<file path="config.mk">
export PLATFORM = sky130hd
export DESIGN_NAME = alu_md_ctrl
export DESIGN_NICKNAME = d
export VERILOG_FILES = /design/src/rtl/alu_pkg.sv /design/src/rtl/md_iter.sv /design/src/rtl/alu_md_ctrl.sv
export SDC_FILE = /design/constraint.sdc
export NUM_CORES = 1
export LEC_CHECK = 0
export BUFFER_PORTS_ARGS = -buffer_cell sky130_fd_sc_hd__buf_2
export CORE_MARGIN = 8
export CORE_UTILIZATION = 50
export DETAILED_ROUTE_END_ITERATION = 6
export PLACE_DENSITY_LB_ADDON = 0.1
export SLEW_MARGIN = 20
export SYNTH_ARGS = -nofsm -noshare
export SYNTH_HDL_FRONTEND = slang
export SYNTH_HIERARCHICAL = 1
export SYNTH_SLANG_ARGS = --single-unit
</file>
<file path="constraint.sdc">
create_clock -name clk -period 3.7 [get_ports clk]
set_input_delay 0 -clock clk [delete_from_list [all_inputs] [get_ports clk]]
set_output_delay 0 -clock clk [all_outputs]
set_load 0.02 [all_outputs]
</file>
<file path="src/rtl/alu_pkg.sv">
// Shared encodings for the ALU control / multiply-divide block: ALU codes,
// funct codes, alu_op classes and the mult/div sequencer state type.
package alu_pkg;

  localparam logic [3:0] ALU_AND  = 4'b0000;
  localparam logic [3:0] ALU_OR   = 4'b0001;
  localparam logic [3:0] ALU_ADD  = 4'b0010;
  localparam logic [3:0] ALU_XOR  = 4'b0011;
  localparam logic [3:0] ALU_SUB  = 4'b0110;
  localparam logic [3:0] ALU_SLT  = 4'b0111;
  localparam logic [3:0] ALU_NOR  = 4'b1100;
  localparam logic [3:0] ALU_PASS = 4'b1111;

  localparam logic [5:0] FN_ADD   = 6'b100000;
  localparam logic [5:0] FN_SUB   = 6'b100010;
  localparam logic [5:0] FN_AND   = 6'b100100;
  localparam logic [5:0] FN_OR    = 6'b100101;
  localparam logic [5:0] FN_XOR   = 6'b100110;
  localparam logic [5:0] FN_NOR   = 6'b100111;
  localparam logic [5:0] FN_SLT   = 6'b101010;
  localparam logic [5:0] FN_MFHI  = 6'b010000;
  localparam logic [5:0] FN_MFLO  = 6'b010010;
  localparam logic [5:0] FN_MULT  = 6'b011000;
  localparam logic [5:0] FN_MULTU = 6'b011001;
  localparam logic [5:0] FN_DIV   = 6'b011010;
  localparam logic [5:0] FN_DIVU  = 6'b011011;

  localparam logic [2:0] AOP_MEM   = 3'b000;
  localparam logic [2:0] AOP_BR    = 3'b001;
  localparam logic [2:0] AOP_RTYPE = 3'b010;
  localparam logic [2:0] AOP_ORI   = 3'b011;
  localparam logic [2:0] AOP_XORI  = 3'b100;
  localparam logic [2:0] AOP_SLTI  = 3'b101;

  typedef enum logic [1:0] {
    MD_IDLE = 2'b00,
    MD_RUN  = 2'b01,
    MD_FIX  = 2'b10
  } md_state_e;

endpackage

</file>
<file path="src/rtl/md_iter.sv">
// One-bit-per-cycle multiply/divide datapath: magnitude capture, shift-add or
// restoring-divide step, and combinational sign fixup. Divide needs ALU_MD_DIV_EN.
module md_iter
  import alu_pkg::*;
#(
  parameter int DATA_W = 32
) (
  input  logic              clk,
  input  logic              rst_n,
  input  logic              load,
  input  logic              step,
  input  logic              is_signed,
`ifdef ALU_MD_DIV_EN
  input  logic              is_div,
`endif
  input  logic [DATA_W-1:0] src_a,
  input  logic [DATA_W-1:0] src_b,
  output logic [DATA_W-1:0] res_hi,
  output logic [DATA_W-1:0] res_lo
);

  localparam logic [DATA_W-1:0]   ONE  = {{(DATA_W-1){1'b0}}, 1'b1};
  localparam logic [2*DATA_W-1:0] ONE2 = {{(2*DATA_W-1){1'b0}}, 1'b1};

  logic [DATA_W-1:0]   mcand_r, acc_hi_r, acc_lo_r;
  logic                neg_a_r, neg_b_r;
  logic [DATA_W-1:0]   a_mag_s, b_mag_s;
  logic [DATA_W:0]     mul_sum_s;
  logic [2*DATA_W-1:0] prod_s;
`ifdef ALU_MD_DIV_EN
  logic                div_r;
  logic [DATA_W:0]     div_trial_s;
  logic [DATA_W-1:0]   quo_s, rem_s;
`endif

  // Operand magnitudes and per-step arithmetic
  always_comb begin
    a_mag_s   = (is_signed && src_a[DATA_W-1]) ? (~src_a + ONE) : src_a;
    b_mag_s   = (is_signed && src_b[DATA_W-1]) ? (~src_b + ONE) : src_b;
    mul_sum_s = {1'b0, acc_hi_r} + (acc_lo_r[0] ? {1'b0, mcand_r} : {(DATA_W+1){1'b0}});
`ifdef ALU_MD_DIV_EN
    div_trial_s = {acc_hi_r, acc_lo_r[DATA_W-1]} - {1'b0, mcand_r};
`endif
  end

  // Operand capture on load, one iteration per step; acc_lo holds multiplier or dividend
  always_ff @(posedge clk or negedge rst_n) begin
    if (!rst_n) begin
      mcand_r  <= {DATA_W{1'b0}};
      acc_hi_r <= {DATA_W{1'b0}};
      acc_lo_r <= {DATA_W{1'b0}};
      neg_a_r  <= 1'b0;
      neg_b_r  <= 1'b0;
`ifdef ALU_MD_DIV_EN
      div_r    <= 1'b0;
`endif
    end else if (load) begin
      mcand_r  <= b_mag_s;
      acc_hi_r <= {DATA_W{1'b0}};
      acc_lo_r <= a_mag_s;
      neg_a_r  <= is_signed & src_a[DATA_W-1];
      neg_b_r  <= is_signed & src_b[DATA_W-1];
`ifdef ALU_MD_DIV_EN
      div_r    <= is_div;
`endif
    end else if (step) begin
`ifdef ALU_MD_DIV_EN
      if (div_r) begin
        if (div_trial_s[DATA_W]) begin
          acc_hi_r <= {acc_hi_r[DATA_W-2:0], acc_lo_r[DATA_W-1]};
          acc_lo_r <= {acc_lo_r[DATA_W-2:0], 1'b0};
        end else begin
          acc_hi_r <= div_trial_s[DATA_W-1:0];
          acc_lo_r <= {acc_lo_r[DATA_W-2:0], 1'b1};
        end
      end else begin
        acc_hi_r <= mul_sum_s[DATA_W:1];
        acc_lo_r <= {mul_sum_s[0], acc_lo_r[DATA_W-1:1]};
      end
`else
      acc_hi_r <= mul_sum_s[DATA_W:1];
      acc_lo_r <= {mul_sum_s[0], acc_lo_r[DATA_W-1:1]};
`endif
    end
  end

  // Sign fixup; a zero divisor forces an all-ones quotient, remainder is then the dividend
  always_comb begin
    if (neg_a_r ^ neg_b_r) begin
      prod_s = ~{acc_hi_r, acc_lo_r} + ONE2;
    end else begin
      prod_s = {acc_hi_r, acc_lo_r};
    end
`ifdef ALU_MD_DIV_EN
    if (mcand_r == {DATA_W{1'b0}}) begin
      quo_s = {DATA_W{1'b1}};
    end else if (neg_a_r ^ neg_b_r) begin
      quo_s = ~acc_lo_r + ONE;
    end else begin
      quo_s = acc_lo_r;
    end
    if (neg_a_r) begin
      rem_s = ~acc_hi_r + ONE;
    end else begin
      rem_s = acc_hi_r;
    end
    if (div_r) begin
      res_hi = rem_s;
      res_lo = quo_s;
    end else begin
      res_hi = prod_s[2*DATA_W-1:DATA_W];
      res_lo = prod_s[DATA_W-1:0];
    end
`else
    res_hi = prod_s[2*DATA_W-1:DATA_W];
    res_lo = prod_s[DATA_W-1:0];
`endif
  end

endmodule

</file>
<file path="src/rtl/alu_md_ctrl.sv">
// ALU control decode with an iterative HI/LO multiply/divide sequencer.
// Divide support is compiled in only when ALU_MD_DIV_EN is defined.
module alu_md_ctrl
  import alu_pkg::*;
#(
  parameter int DATA_W  = 32,
  parameter int ALUOP_W = 3,
  parameter int CTRL_W  = 4
) (
  input  logic               clk,
  input  logic               rst_n,
  input  logic               in_valid,
  input  logic [ALUOP_W-1:0] alu_op,
  input  logic [5:0]         funct,
  input  logic [DATA_W-1:0]  src_a,
  input  logic [DATA_W-1:0]  src_b,
  input  logic               flush,
  output logic [CTRL_W-1:0]  alu_ctrl,
  output logic               ctrl_valid,
  output logic               illegal,
  output logic               md_busy,
  output logic               md_done,
  output logic [DATA_W-1:0]  hi,
  output logic [DATA_W-1:0]  lo
);

  localparam int CNT_W = $clog2(DATA_W);
  localparam logic [CNT_W-1:0] CNT_LAST = CNT_W'(DATA_W - 1);

  md_state_e         state_r, state_next_s;
  logic [CNT_W-1:0]  cnt_r, cnt_next_s;
  logic [CTRL_W-1:0] alu_ctrl_r;
  logic              ctrl_valid_r, illegal_r, md_busy_r, md_done_r;
  logic [DATA_W-1:0] hi_r, lo_r, md_hi_s, md_lo_s;
  logic [3:0]        dec_ctrl_s;
  logic              dec_illegal_s, dec_md_start_s, dec_md_signed_s;
  logic              accept_s, md_load_s, md_step_s, hilo_we_s;
`ifdef ALU_MD_DIV_EN
  logic              dec_md_div_s;
`endif

  // Requests are taken only while idle; flush wins over a same-cycle request
  assign accept_s = in_valid && !flush && (state_r == MD_IDLE);

  // Instruction class / funct decode
  always_comb begin
    dec_ctrl_s      = ALU_ADD;
    dec_illegal_s   = 1'b0;
    dec_md_start_s  = 1'b0;
    dec_md_signed_s = 1'b0;
`ifdef ALU_MD_DIV_EN
    dec_md_div_s    = 1'b0;
`endif
    case (alu_op)
      ALUOP_W'(AOP_MEM):  dec_ctrl_s = ALU_ADD;
      ALUOP_W'(AOP_BR):   dec_ctrl_s = ALU_SUB;
      ALUOP_W'(AOP_ORI):  dec_ctrl_s = ALU_OR;
      ALUOP_W'(AOP_XORI): dec_ctrl_s = ALU_XOR;
      ALUOP_W'(AOP_SLTI): dec_ctrl_s = ALU_SLT;
      ALUOP_W'(AOP_RTYPE): begin
        case (funct)
          FN_ADD:           dec_ctrl_s = ALU_ADD;
          FN_SUB:           dec_ctrl_s = ALU_SUB;
          FN_AND:           dec_ctrl_s = ALU_AND;
          FN_OR:            dec_ctrl_s = ALU_OR;
          FN_XOR:           dec_ctrl_s = ALU_XOR;
          FN_NOR:           dec_ctrl_s = ALU_NOR;
          FN_SLT:           dec_ctrl_s = ALU_SLT;
          FN_MFHI, FN_MFLO: dec_ctrl_s = ALU_PASS;
          FN_MULT: begin
            dec_ctrl_s      = ALU_PASS;
            dec_md_start_s  = 1'b1;
            dec_md_signed_s = 1'b1;
          end
          FN_MULTU: begin
            dec_ctrl_s     = ALU_PASS;
            dec_md_start_s = 1'b1;
          end
`ifdef ALU_MD_DIV_EN
          FN_DIV: begin
            dec_ctrl_s      = ALU_PASS;
            dec_md_start_s  = 1'b1;
            dec_md_signed_s = 1'b1;
            dec_md_div_s    = 1'b1;
          end
          FN_DIVU: begin
            dec_ctrl_s     = ALU_PASS;
            dec_md_start_s = 1'b1;
            dec_md_div_s   = 1'b1;
          end
`endif
          default: dec_illegal_s = 1'b1;
        endcase
      end
      default: dec_illegal_s = 1'b1;
    endcase
  end

  // Decode output registers; illegal decodes never start the sequencer
  always_ff @(posedge clk or negedge rst_n) begin
    if (!rst_n) begin
      alu_ctrl_r   <= {CTRL_W{1'b0}};
      ctrl_valid_r <= 1'b0;
      illegal_r    <= 1'b0;
    end else begin
      ctrl_valid_r <= accept_s;
      illegal_r    <= accept_s & dec_illegal_s;
      if (accept_s) begin
        alu_ctrl_r <= CTRL_W'(dec_ctrl_s);
      end
    end
  end

  // Sequencer next state: DATA_W RUN steps then one FIX cycle that commits HI/LO
  always_comb begin
    state_next_s = state_r;
    cnt_next_s   = cnt_r;
    md_load_s    = 1'b0;
    md_step_s    = 1'b0;
    hilo_we_s    = 1'b0;
    case (state_r)
      MD_IDLE: begin
        if (accept_s && dec_md_start_s && !dec_illegal_s) begin
          state_next_s = MD_RUN;
          cnt_next_s   = {CNT_W{1'b0}};
          md_load_s    = 1'b1;
        end else begin
          state_next_s = MD_IDLE;
        end
      end
      MD_RUN: begin
        if (flush) begin
          state_next_s = MD_IDLE;
        end else if (cnt_r == CNT_LAST) begin
          md_step_s    = 1'b1;
          state_next_s = MD_FIX;
        end else begin
          md_step_s  = 1'b1;
          cnt_next_s = cnt_r + {{(CNT_W-1){1'b0}}, 1'b1};
        end
      end
      MD_FIX: begin
        state_next_s = MD_IDLE;
        if (flush) begin
          hilo_we_s = 1'b0;
        end else begin
          hilo_we_s = 1'b1;
        end
      end
      default: state_next_s = MD_IDLE;
    endcase
  end

  // Sequencer state, status flags and HI/LO
  always_ff @(posedge clk or negedge rst_n) begin
    if (!rst_n) begin
      state_r   <= MD_IDLE;
      cnt_r     <= {CNT_W{1'b0}};
      md_busy_r <= 1'b0;
      md_done_r <= 1'b0;
      hi_r      <= {DATA_W{1'b0}};
      lo_r      <= {DATA_W{1'b0}};
    end else begin
      state_r   <= state_next_s;
      cnt_r     <= cnt_next_s;
      md_busy_r <= (state_next_s != MD_IDLE);
      md_done_r <= (state_next_s == MD_FIX);
      if (hilo_we_s) begin
        hi_r <= md_hi_s;
        lo_r <= md_lo_s;
      end
    end
  end

  md_iter #(.DATA_W(DATA_W)) u_md_iter (
    .clk       (clk),
    .rst_n     (rst_n),
    .load      (md_load_s),
    .step      (md_step_s),
    .is_signed (dec_md_signed_s),
`ifdef ALU_MD_DIV_EN
    .is_div    (dec_md_div_s),
`endif
    .src_a     (src_a),
    .src_b     (src_b),
    .res_hi    (md_hi_s),
    .res_lo    (md_lo_s)
  );

  assign alu_ctrl   = alu_ctrl_r;
  assign ctrl_valid = ctrl_valid_r;
  assign illegal    = illegal_r;
  assign md_busy    = md_busy_r;
  assign md_done    = md_done_r;
  assign hi         = hi_r;
  assign lo         = lo_r;

endmodule
</file>
* Yosys cells after proc, flatten, opt, wreduce, memory -nomap -nowiden
Index checks and enable logic that the tools add are counted.
** Cells by class
- $add $sub $neg :: 5
- Multiply operators :: 0
- Div/mod/pow operators :: 0
- Magnitude comparators :: 0
- Equal/unequal tests :: 23
- Shift-type cells :: 0
- Multiplexer cells :: 29
- Bitwise logic cells :: 7
- Reduce and logical (&&, ||, !) cells :: 18
** Operator list (number)
- 32-bit 2-to-1 mux :: 7
- 32-bit by 1-bit adder with 32-bit output, second input constant :: 2
- 64-bit by 1-bit adder with 64-bit output, second input constant :: 1
- 64-bit 2-to-1 mux :: 1
- 32-bit NOT :: 2
- 64-bit NOT :: 1
- 6-bit equality test, second input constant :: 7
- 32-bit by 33-bit adder with 33-bit output :: 1
- 4-bit one-hot mux with 7 select lines :: 1
- 6-bit by 5-bit equality test with 1-bit output, second input constant :: 4
- 4-bit one-hot mux with 5 select lines :: 1
- 5-bit 2-to-1 mux :: 3
- 1-bit 2-to-1 mux :: 11
- 11-bit OR reduction :: 1
- 5-bit one-hot mux with 2 select lines :: 1
- 3-bit by 2-bit equality test with 1-bit output, second input constant :: 2
- 3-bit equality test, second input constant :: 2
- 1-bit logical AND :: 6
- 2-bit nonzero test :: 3
- 5-bit by 1-bit adder with 5-bit output, second input constant :: 1
- 5-bit equality test, second input constant :: 1
- 5-bit OR reduction :: 1
- 2-bit equality test, second input constant :: 2
- 2-bit 2-to-1 mux :: 2
- other kinds (14) :: 18
** Word-level totals
- Register bits :: 177
- Bits in latches :: 0
- RAM bits :: 0
- Bits in read-only memories :: 0
- Bits of input ports :: 77
- Logic and storage cells :: 96
- Memories kept :: 0

* Logic depth before layout (Yosys ltp)
- Depth after elaboration :: 9
- Mapped depth :: 12

* By module
Netlist, hierarchy kept.
** Modules (own cells, without submodules)
- md_iter :: instances 1, cells an instance 1076, area each 8568.2 sq um, seq. area each 2452.4 sq um
- alu_md_ctrl :: instances 1, cells an instance 219, area each 3569.7 sq um, seq. area each 1976.9 sq um

* Least setup slack after synthesis
Ideal clock, no wire load.
- Kind :: flip-flop to flip-flop
- From :: reg u_md_iter.acc_lo_r[0]
- To :: reg u_md_iter.acc_hi_r[17]
- Arrival time :: 2.814 ns
- Data required time :: 3.574 ns
- Setup slack :: 0.760 ns
- Stages on the path, launching flop included :: 13
- Buffers on the path :: 1
- Clock period less this slack :: 2.940 ns
- Path through :: dfrtp_1 > clkbuf_1 > and2_1 > ha_1 > inv_1 > fa_1 > nor2b_1 > o31a_1 > o21ai_0 > a21oi_1 > nor2_1 > o311a_1 > a311o_1
** Between the ends
- Longest elaborated chain between the ends :: 4
** Ends and longest elaborated chain
- start: declaration :: RTL line md_iter.sv:25 : logic [DATA_W-1:0] mcand_r, acc_hi_r, acc_lo_r;
- start signal: assignment :: RTL line md_iter.sv:51 : acc_lo_r <= {DATA_W{1'b0}};
- start signal: assignment :: RTL line md_iter.sv:60 : acc_lo_r <= a_mag_s;
- start signal: assignment :: RTL line md_iter.sv:82 : acc_lo_r <= {mul_sum_s[0], acc_lo_r[DATA_W-1:1]};
- 32-bit 2-to-1 mux :: RTL line md_iter.sv:40 : mul_sum_s = {1'b0, acc_hi_r} + (acc_lo_r[0] ? {1'b0, mcand_r} : {(DATA_W+1){1'b0}});
- 32-bit by 33-bit adder with 33-bit output :: RTL line md_iter.sv:40
- 32-bit 2-to-1 mux :: RTL line md_iter.sv:66 : end else if (step) begin
- 32-bit 2-to-1 mux :: RTL line md_iter.sv:57 : end else if (load) begin
- end signal: assignment :: RTL line md_iter.sv:50 : acc_hi_r <= {DATA_W{1'b0}};
- end signal: assignment :: RTL line md_iter.sv:59 : acc_hi_r <= {DATA_W{1'b0}};
- end signal: assignment :: RTL line md_iter.sv:81 : acc_hi_r <= mul_sum_s[DATA_W:1];
- end: declaration :: RTL line md_iter.sv:25
No other way between the ends. The select of a mux whose other input is x is not followed.
A chain may end at the register's enable or synchronous reset.

* Worst setup path after layout
- From :: reg u_md_iter.acc_lo_r[0]
- To :: reg u_md_iter.acc_hi_r[29]
Same word-level chain as after synthesis.

==> results.md <==
- Status: complete, no violations
- Post-Syn Nets: 1410
- CP delay by family, top: compound AO/OA/AOI/OAI gates
- Worst-path clk slew: 80 ps
- Leakage power: 6.66 nW
- CTS Buffer Depth: 2
- Synthesis warning total: 6
- Maximum vdd ir drop: 0.000260 V
- Slew Limit Fails: 0
- Synth top area cells: dfrtp_1, mux2_4, xnor2_1
- TritonCTS clock tree: built
- GRT overflow: 0
- Endpoints failing setup: 0
- Seq cells post-synth: 177
- Root Buffer: clkbuf_16
- Reg2Reg Setup Slack: 300 ps
- F_max: 294 MHz
- Cells after Synth: 1295
- Async SR Flop Fraction: 100%
- Resized cells post-CTS: 0
- WP buf/inv: 1
- Initial DRC Count: 751
- Unrepaired setup endpoints after global routing: no
- Post-route minimum period: 3400 ps
- Min-Delay Path Class: input pin to flip-flop
- Reg2Reg Depth: 11
- Hold EP: alu_ctrl[3]$_DFFE_PN0P_
- Post-Route Skew: 15.9 ps
- Initial antenna violation count: 1
- Initial Utilization: 50.4%
- Routed via count: 10500
- Area grow syn2layout: 20.2%
- WP data arrival: 3700 ps
- Crit end category: flip-flop
- Leading area contributor after synthesis: dfrtp_1
- Hold Vio Cnt, Final: 0
- IO Port Bufs: 148
- Fin nets: 1617
- Largest net degree at the start of global routing: 104
- Critical-path top delay cell: a21oi_1
- Hold depth: 4
- Vias/cell: 5.69
- First-pass GRT wire length: 53800 µm
- First drt pass iteration count: 5
- Rows: 57
- Synth unique cells: 84
- P per Cell Area: 311 mW/mm²
- Final Core Density: 60.5%
- Crit-path cells: and2_1 > ha_1 > inv_1 > fa_1 > nor2b_1 > o31a_1 > o21ai_0 > a21oi_1 > o2111ai_1 > a2111o_1 > o311ai_0
- H-Tree Depth: 4
- Synth Cell Area: 0.0121 mm²
- Final RePlAce weighted congestion: 0.936
- Core area: 0.0241 mm²
- Critical path type: flip-flop to flip-flop
- Final worst slack: 299 ps
- Min Hold Slack: 45.1 ps
- Reg-to-Reg Start: u_md_iter/acc_lo_r[0]$_DFFE_PN0P_
- Remaining DRCs: 0
- Pre-CTS worst setup slack: 391 ps
- CP peak stage delay: 510 ps
- Share of post-route cells with drive strength above 1: 19.8%
- Slew Limit Headroom: 34.1%
- Max Cap Viol: 0
- Die area: 0.0295 mm²
- CTS buffer count: 17
- Gr usage total: 23.0%
- Filler instances: 2185
- HPWL Detailed: 24500 µm
- Mapped Avg Cell Area: 9.37 µm²
- WL per Instance: 18.2 µm
- CP Data Required Time: 4000 ps
- Clk sinks: 177
- Final worst-path cycle share: 91.9%
- HP Start: funct[5]
- Reg-to-reg endpoint: u_md_iter/acc_hi_r[29]$_DFFE_PN0P_
- Antenna-violating nets left: 0
- Worst skew pair latency: 440 ps
- Register area share after synthesis: 36.5%
- Number of synthesized flops with an enable pin: 0
- Critical path peak fanout: 9
- Die Span Y: 172 µm
- Critical Path Start Type: flip-flop
- Wirelength, routed: 33500 µm
- Setup TNS: 0 ps
- Die W: 172 µm
- Dominant synthesized flop cell: dfrtp_1
- Synth top area share: 36.5%
- I/O pin cnt: 149
- Vias in the first global route: 10100
- Slew @ Worst Pin: 989 ps
area by class of cell:
type / instances / area (µm²) / area share (%)
Multi-Input combinational cell: 1028 / 7290 / 49.9
Sequential cell: 177 / 4430 / 30.4
Timing Repair Buffer: 246 / 1730 / 11.8
Clock buffer: 17 / 425 / 2.92
Tap cell: 324 / 405 / 2.78
Clock inverter: 15 / 194 / 1.33
Inverter: 32 / 120 / 0.823
Antenna cell: 1 / 2.50 / 0.0171
flip-flops by register name (all words and copies together) (netlist names):
name,count
cnt_r,5
illegal,1
u_md_iter/neg_b_r,1
u_md_iter/acc_lo_r,32
u_md_iter/mcand_r,32
md_done,1
u_md_iter/acc_hi_r,32
hi,32
md_busy,1
alu_ctrl,4
ctrl_valid,1
lo,32
state_r,2
u_md_iter/neg_a_r,1
where the power goes:
part           total, mW  leakage [nW]  internal, mW  switching [mW]
Combinational      0.577          3.96         0.249           0.328
Sequential          2.07          2.41          1.99          0.0826
Clock               1.89         0.297         0.977           0.915
Yosys cell counts (4+ instances only):
cell      count
a211oi_1     10
a21boi_0      4
a21o_1       12
a21oi_1     113
a31oi_1      14
and2_1       35
and3_1        9
buf_1         9
buf_12        6
clkbuf_1     40
dfrtp_1     177
ha_1         37
inv_1        30
mux2_2        7
mux2_4       61
mux2i_1      31
nand2_1     103
nand2b_1     11
nand3_1      17
nand3b_1      5
nand4_1      11
nor2_1      123
nor2b_1      13
nor3_1       30
nor4_1        9
o211ai_1      6
o21a_1        8
o21ai_0      82
o21ai_1       7
o21bai_1      5
o311ai_0      4
o31a_1        5
o31ai_1      22
o41ai_1       8
or2_2         4
or3_1        11
or4_1        13
xnor2_1      81
xor2_1       50
worst register-to-register path, stage by stage (launching register included):
cell	delay, ps
dfrtp_1	490
and2_1	170
ha_1	150
inv_1	50
fa_1	380
nor2b_1	220
o31a_1	220
o21ai_0	210
a21oi_1	510
o2111ai_1	320
a2111o_1	440
o311ai_0	110
how the worst max path moves through the flow:
stage	startpoint	endpoint	cells after the start
final	u_md_iter/acc_lo_r[0]$_DFFE_PN0P_	u_md_iter/acc_hi_r[29]$_DFFE_PN0P_	11
after global routing	u_md_iter/acc_lo_r[0]$_DFFE_PN0P_	u_md_iter/acc_hi_r[21]$_DFFE_PN0P_	11
after CTS	u_md_iter/acc_lo_r[0]$_DFFE_PN0P_	u_md_iter/acc_hi_r[29]$_DFFE_PN0P_	10
after detailed placement	u_md_iter/acc_lo_r[0]$_DFFE_PN0P_	u_md_iter/acc_hi_r[29]$_DFFE_PN0P_	10
after global placement	u_md_iter/acc_lo_r[0]$_DFFE_PN0P_	u_md_iter/acc_hi_r[29]$_DFFE_PN0P_	10
after floorplan	u_md_iter/acc_lo_r[0]$_DFFE_PN0P_	u_md_iter/acc_hi_r[17]$_DFFE_PN0P_	12
layer usage:
layer / routed length (µm) / global-route usage (%) / up-vias
met5: 0 / 0 / -
met4: 466 / 6.11 / 0
met3: 2270 / 3.74 / 40
met2: 14300 / 33.8 / 322
met1: 16400 / 34.2 / 5040
li1: - / - / 5076
cell usage in the layout, fill, tap and decap left out, drive strengths merged, types with 22 or more instances in the layout:
master,instances
o31ai,22
dlygate4sd3,78
ha,37
buf,168
dfrtp,177
xnor2,81
a21oi,113
nor3,32
and2,36
mux2,68
nor2,124
mux2i,31
o21ai,89
xor2,50
inv,37
nand2,103
stage by stage:
| stage | area, µm² | power (mW) | std cells |
|---|---|---|---|
| floorplan | 12100 | 2.39 | 1295 |
| global placement | 13200 | 2.61 | 1729 |
| detailed placement | 13200 | 2.62 | 1729 |
| CTS | 14600 | 4.58 | 1839 |
| global route | 14600 | 4.73 | 1840 |
| finish | 14600 | 4.54 | 1840 |
what timing repair did:
action,4_1_cts,5_1_grt
hold buffers,78,0
buffers inserted,0,0
endpoints found under the setup margin,0,0
endpoints found under the hold margin,174,0
kinds of logic after synthesis:
family	after synthesis	share of synthesized area [%]
adders and majority gates	38	3.98
DFF	177	36.5
AOI/OAI and AO/OA	332	17.0
buffers and inverters	90	3.71
and+or+nand+nor	428	18.6
muxes	99	10.8
xor gates and xnor gates	131	9.45
Power figures use the tool's default switching activity.
